--- src/rtl/fa_4_pkg.sv ---
// Shared constants for the fa_4 ripple-carry add cell.
package fa_4_pkg;
    localparam int FA_DEFAULT_WIDTH = 4;
endpackage

--- src/rtl/fa_4_full_adder_1b.sv ---
// One-bit full adder: the ripple stage of fa_4.
// Latency: combinational, 0 cycles.
// Backpressure: none; a pure function of its inputs.
module full_adder_1b (
    input  logic a,
    input  logic b,
    input  logic ci,
    output logic s,
    output logic co
);
    logic p;

    assign p  = a ^ b;
    assign s  = p ^ ci;
    assign co = (a & b) | (ci & p);
endmodule

--- src/rtl/fa_4.sv ---
// Registered unsigned ripple-carry adder: {cout, s} = a + b + cin.
// Latency: 1 cycle from operands to s/cout; synchronous reset clears both.
// Backpressure: none; operands are consumed on every clock edge.
module fa_4
    import fa_4_pkg::*;
#(
    parameter int DATA_WIDTH = FA_DEFAULT_WIDTH
) (
    input  logic                  clk,
    input  logic                  rst,
    input  logic [DATA_WIDTH-1:0] a,
    input  logic [DATA_WIDTH-1:0] b,
    input  logic                  cin,
    output logic [DATA_WIDTH-1:0] s,
    output logic                  cout
);
    logic [DATA_WIDTH:0]   carry;
    logic [DATA_WIDTH-1:0] sum_comb;

    assign carry[0] = cin;

    // Carry ripples LSB to MSB; carry[DATA_WIDTH] is the 2^DATA_WIDTH weight bit.
    for (genvar i = 0; i < DATA_WIDTH; i++) begin : g_bit
        full_adder_1b u_fa (
            .a  (a[i]),
            .b  (b[i]),
            .ci (carry[i]),
            .s  (sum_comb[i]),
            .co (carry[i+1])
        );
    end

    always_ff @(posedge clk) begin
        if (rst) begin
            s    <= '0;
            cout <= 1'b0;
        end else begin
            s    <= sum_comb;
            cout <= carry[DATA_WIDTH];
        end
    end
endmodule

--- config.mk ---
export PLATFORM = sky130hd
export DESIGN_NAME = fa_4
export DESIGN_NICKNAME = d
export VERILOG_FILES = /design/src/rtl/fa_4_pkg.sv /design/src/rtl/fa_4_full_adder_1b.sv /design/src/rtl/fa_4.sv
export SDC_FILE = /design/constraint.sdc
export NUM_CORES = 1
export LEC_CHECK = 0
export BUFFER_PORTS_ARGS = -buffer_cell sky130_fd_sc_hd__buf_2
export CAP_MARGIN = 20
export CORE_AREA = 4 4 41 43
export DETAILED_ROUTE_END_ITERATION = 12
export DIE_AREA = 0 0 45 47
export PLACE_DENSITY_LB_ADDON = 0.25
export SYNTH_ARGS = -nofsm -noshare
export SYNTH_HDL_FRONTEND = slang
export SYNTH_HIERARCHICAL = 1
export SYNTH_SLANG_ARGS = --single-unit
--- constraint.sdc ---
create_clock -name clk -period 4.26 [get_ports clk]
set_input_delay 0.426 -clock clk [delete_from_list [all_inputs] [get_ports clk]]
set_output_delay 0.426 -clock clk [all_outputs]
set_load 0.02 [all_outputs]
==> results of run 1 <==
## cells by family (layout without fill, tap and decap cells)
family	after synthesis	in the layout	synth area share
fa+ha+maj	4	4	0.379
buf+inv	0	19	0
flops	5	5	0.473
simple gates	5	5	0.148
## state kept, by name (all words and copies together) (netlist names)
name  count
cout      1
s         4
## area by class of cell
| cell class | instances | area [sq um] | area share |
|---|---|---|---|
| Sequential cell | 5 | 100 | 0.302 |
| Multi-Input combinational cell | 9 | 111 | 0.336 |
| Timing Repair Buffer | 15 | 75.1 | 0.226 |
| Tap cell | 15 | 18.8 | 0.0566 |
| Clock buffer | 4 | 26.3 | 0.0792 |
## report_power, final
group | total (mW) | switching [mW] | internal, mW
sequential | 0.0531 | 0.000858 | 0.0523
clock | 0.0527 | 0.0174 | 0.0353
combinational | 0.0279 | 0.0150 | 0.0128
total | 0.134 | 0.0333 | 0.100
## layer usage
layer	up-vias	track usage
met5	-	0
met4	0	0.0702
met3	0	0.0345
met2	12	0.0678
met1	70	0.0232
li1	79	-
## worst min path at each step
stage                     from  endpoint  slack, ns  cells past startpoint
after floorplan            rst      cout       0.50                      1
after global placement     rst      s[3]       0.65                      2
after detailed placement   rst      s[0]       0.65                      2
after CTS                  rst      s[0]       0.40                      2
after global routing       rst      s[1]       0.42                      2
final                      rst      s[0]       0.40                      2
## layout by cell type (no fill, tap or decap), drive strengths merged
| cell | count |
|---|---|
| clkbuf | 4 |
| dfxtp | 5 |
| nor2b | 5 |
| buf | 15 |
| fa | 4 |
## per-stage QoR
step,std cells,utilization,cell area [sq um],hold WS [ns]
after floorplan,14,-,211,0.498
after global placement,44,0.235,305,0.649
after detailed placement,44,0.235,305,0.651
after CTS,48,0.255,332,0.395
after global routing,48,0.255,332,0.420
final,48,0.255,332,0.403
==> results.md, run 1 <==
* 1st-iter DRT viols at 1
* Initial antenna violation count at 0
* Endpoints failing hold at 0
* Fraction of layout cells with a size suffix above 1 at 0.545
* CP max FO at 1
* Syn nets at 29
* Routed wl met2 at approximately 180 um
* Top cell type's share of synthesized area at 0.473
* Core Area at 1300 sq um
* Nets at 49
* Req. time, crit path at about 4.4 ns
* Cts repair resizes at 0
* Crit path time final at about 2.2 ns
* Crit path kind: in2reg
* Cell chain of the critical path: buf_2 -> fa_1 -> fa_1 -> fa_1 -> fa_1 -> nor2b_1
* Synth cell types at 3
* Clock root cell: clkbuf_4
* Worst slew pin tran at approximately 0.11 ns
* Synth Cell Area at roughly 210 sq um
* Final weighted congestion in routability-driven placement at ~0.58
* WL final at 393 um
* GR Overflow Total at 0
* Tcrit/Tclk final at 0.509
* Critical path arrival at approximately 2.3 ns
* Final Slew Violations at 0
* RSZ-0062 raised after global routing: no
* Avg WL per Cell at 8.19 um
* Die Area at 2120 sq um
* Global-route wire length before repair at 565 um
* Seq/Total Area, Yosys at 0.473
* Most used cell along the critical path: fa_1
* Antenna diodes at 0
* Total GRT Usage at 0.0438
* Worst Setup SP: a[0]
* Drt first pass iters at 2
* WP buf/inv at 1
* FILL cells at 160
* Post-synth top cells: dfxtp_1, nor2b_1, fa_1
* I/O pin total at 16
* Metal3 WL at ~74 um
* Max Clock Freq at roughly 460 MHz
* Power Dens Cells at 403 nW/um^2
* FP Rows at 13
* Setup Slack @ Placement at roughly 1.8 ns
* Sum Neg Setup Slack at 0 ns
* Final WS setup at around 2.1 ns
* Total power at between 0.1 and 0.15 mW
* Vias in the first global route at around 180
* Slowest cell on the critical path: fa_1
* CTS Buf Count at 3
* Number of warnings issued by yosys at 6
* Worst Hold Class: in2reg
* Worst setup EP type: flip-flop
* Cells after Synth at 14
* Die width at about 45 um
* Yosys reg bits at 5
* Syn_area_per_cell at 15.1 sq um
* Outcome: complete, no violations
* Via-to-Cell Ratio at 3.35
* Vias at 161
* CP max stage delay at between 0.4 and 0.5 ns
* CTS Buffer Depth at 2
* Startpoint types: input port
* Predominant post-synthesis flop cell: dfxtp_1
* LEAKAGE at between 0.15 and 0.2 nW
* H-tree depth at 1
* Post-synth EDFFs at 0
* Drt drc at 0
* Clock-pin slew on the worst setup and hold paths at ~0.04 ns
* Max VDD drop at around 0.000075 V
* Final setup violation count at 0
* # port buffers at 15
* Area grow syn2layout at 56.8%
* Top routing layer used: met3
* Largest net degree at the start of global routing at 6
* Initial Utilization at 0.163
* Delay-heaviest family, CP: adder cells
* Clock sink count at 5
* Rel. slew slack at 0.926
* CTS tree: yes
* Critical path endpoint: s[3]
* Top cells by area, synth: dfxtp_1, fa_1, nor2b_1
* Hold buffers post-CTS at 0
* Routed Antenna Nets at 0
* Yosys top cell by area: dfxtp_1
* Postcts setup bufs at 0
* Ys async rst share at 0
* Metal1 wirelength at 140 um
* Die H at about 47 um
* Max-cap violations at 0
* Critical Path Stages at 6
Power figures use the tool's default switching activity.
==> inputs of run 2 (changes only) <==
- clock period: 4.26 -> 2 ns (I/O delays scaled with it)
==> results.md, run 2 (same netlist as run 1, synthesis figures left out) <==
* Outcome: complete, no violations
* WP buf/inv at 1
* Biggest register: s
* Worst setup EP type: flip-flop
* Max-cap violations at 0
* CP max FO at 1
* HPWL after DPL at between 300 and 400 um
* 1st-iter DRT viols at 0
* Crit path time final at 1.91 ns
* Most frequent cells in the layout: buf_2, nor2b_1, dfxtp_1
* Vias at approximately 170
* Final weighted congestion in routability-driven placement at about 0.57
* Largest net degree at the start of global routing at 6
* Delay-heaviest family, CP: adder cells
* Max Clock Freq at between 500 and 600 MHz
* Hold Path Origin: rst
* Power Dens Cells at ~860 nW/um^2
* Area grow syn2layout at 58.0%
* GR Overflow Total at 0
* Routed Antenna Nets at 0
* Vias in the first global route at approximately 180
* Reg area at ~100 sq um
* RSZ-0062 raised after global routing: no
* # port buffers at 15
* FILL cells at 150
* Clock-pin slew on the worst setup and hold paths at 0.04 ns
* WL final at between 400 and 500 um
* Final Slew Violations at 0
* Postcts setup bufs at 0
* Initial antenna violation count at 0
* Drt drc at 0
* Initial Utilization at 0.163
* Antenna diodes at 0
* Max reg flops at 4
* Die Area at around 2100 sq um
* Hold-critical path endpoint: s[0]
* Die width at 45 um
* H-tree depth at 1
* Critical path arrival at roughly 2 ns
* Crit path kind: in2reg
* Clock sink count at 5
* Most used cell along the critical path: fa_1
* Core Area at 1300 sq um
* Nets at between 40 and 50
* Max VDD drop at between 0.00015 and 0.0002 V
* Cell chain of the critical path: buf_2 -> fa_1 -> fa_1 -> fa_2 -> fa_1 -> nor2b_1
* I/O pin total at 16
* Placement Cell Area at about 310 sq um
* Non-Filler Instances at 48
* Drt first pass iters at 1
* Endpoints failing hold at 0
* Sum Neg Setup Slack at 0 ns
* Die H at between 40 and 50 um
* Commonest non-fill, non-tap cell in the layout: buf_2
* Worst slew pin tran at 0.112 ns
* Worst hold slack at 0.176 ns
* Clock root cell: clkbuf_4
* CTS Buffer Depth at 2
* Startpoint types: input port
* Hold depth at 2
* CTS Buf Count at 3
* FP Rows at 13
* Total GRT Usage at 0.0478
* Fraction of layout cells with a size suffix above 1 at 0.576
* Rel. slew slack at 0.926
* Multi-input logic area at between 100 and 150 sq um
* Final Cell Area at around 330 sq um
* Final core occ at 0.257
* CP max stage delay at 0.43 ns
* LEAKAGE at 0.159 nW
* CTS tree: yes
* Biggest regs: s x4, cout x1
* Tcrit/Tclk final at 0.957
* Hold buffers post-CTS at 0
* Req. time, crit path at around 2.1 ns
* Global-route wire length before repair at 600 um
* Final setup violation count at 0
* Worst Hold Class: in2reg
* Via-to-Cell Ratio at roughly 3.5
* Cts repair resizes at 0
* Slowest cell on the critical path: fa_1
* DP Cell Count at 44
* Avg WL per Cell at ~8.6 um
==> run 2: routing by layer <==
metal | vias to the layer above | share of wire | track usage
met5 | - | 0 | 0
met1 | 70 | 0.32 | 0.0326
li1 | 79 | - | -
met3 | 4 | 0.20 | 0.0268
met4 | 0 | 0.051 | 0.0877
met2 | 14 | 0.43 | 0.0678
==> run 2: power breakdown <==
group / internal, mW / switching (mW)
logic: 0.0281 / 0.0326
clock network: 0.0751 / 0.0365
registers: 0.111 / 0.00195
==> run 2: area by class of cell <==
class / instances / area share
Multi-Input combinational cell: 9 / 0.341
Timing Repair Buffer: 15 / 0.225
Tap cell: 15 / 0.0562
Clock buffer: 4 / 0.0787
Sequential cell: 5 / 0.300
==> run 2: stage by stage <==
step / total power, mW / worst slack [ns]
floorplan: 0.148 / 0.00499
global placement: 0.175 / -0.142
CTS: 0.295 / 0.0803
finish: 0.286 / 0.0860
global route: 0.304 / 0.0391
detailed placement: 0.178 / -0.176
==> run 2: how the worst max path moves through the flow <==
| stage | start | to | slack, ns | cells past startpoint |
|---|---|---|---|---|
| after floorplan | a[0] | s[3] | 0.005 | 5 |
| after global placement | a[0] | s[3] | -0.14 | 6 |
| after detailed placement | a[0] | s[3] | -0.18 | 6 |
| after CTS | a[0] | s[3] | 0.08 | 6 |
| after global routing | a[0] | s[3] | 0.04 | 6 |
| final | a[0] | s[3] | 0.09 | 6 |
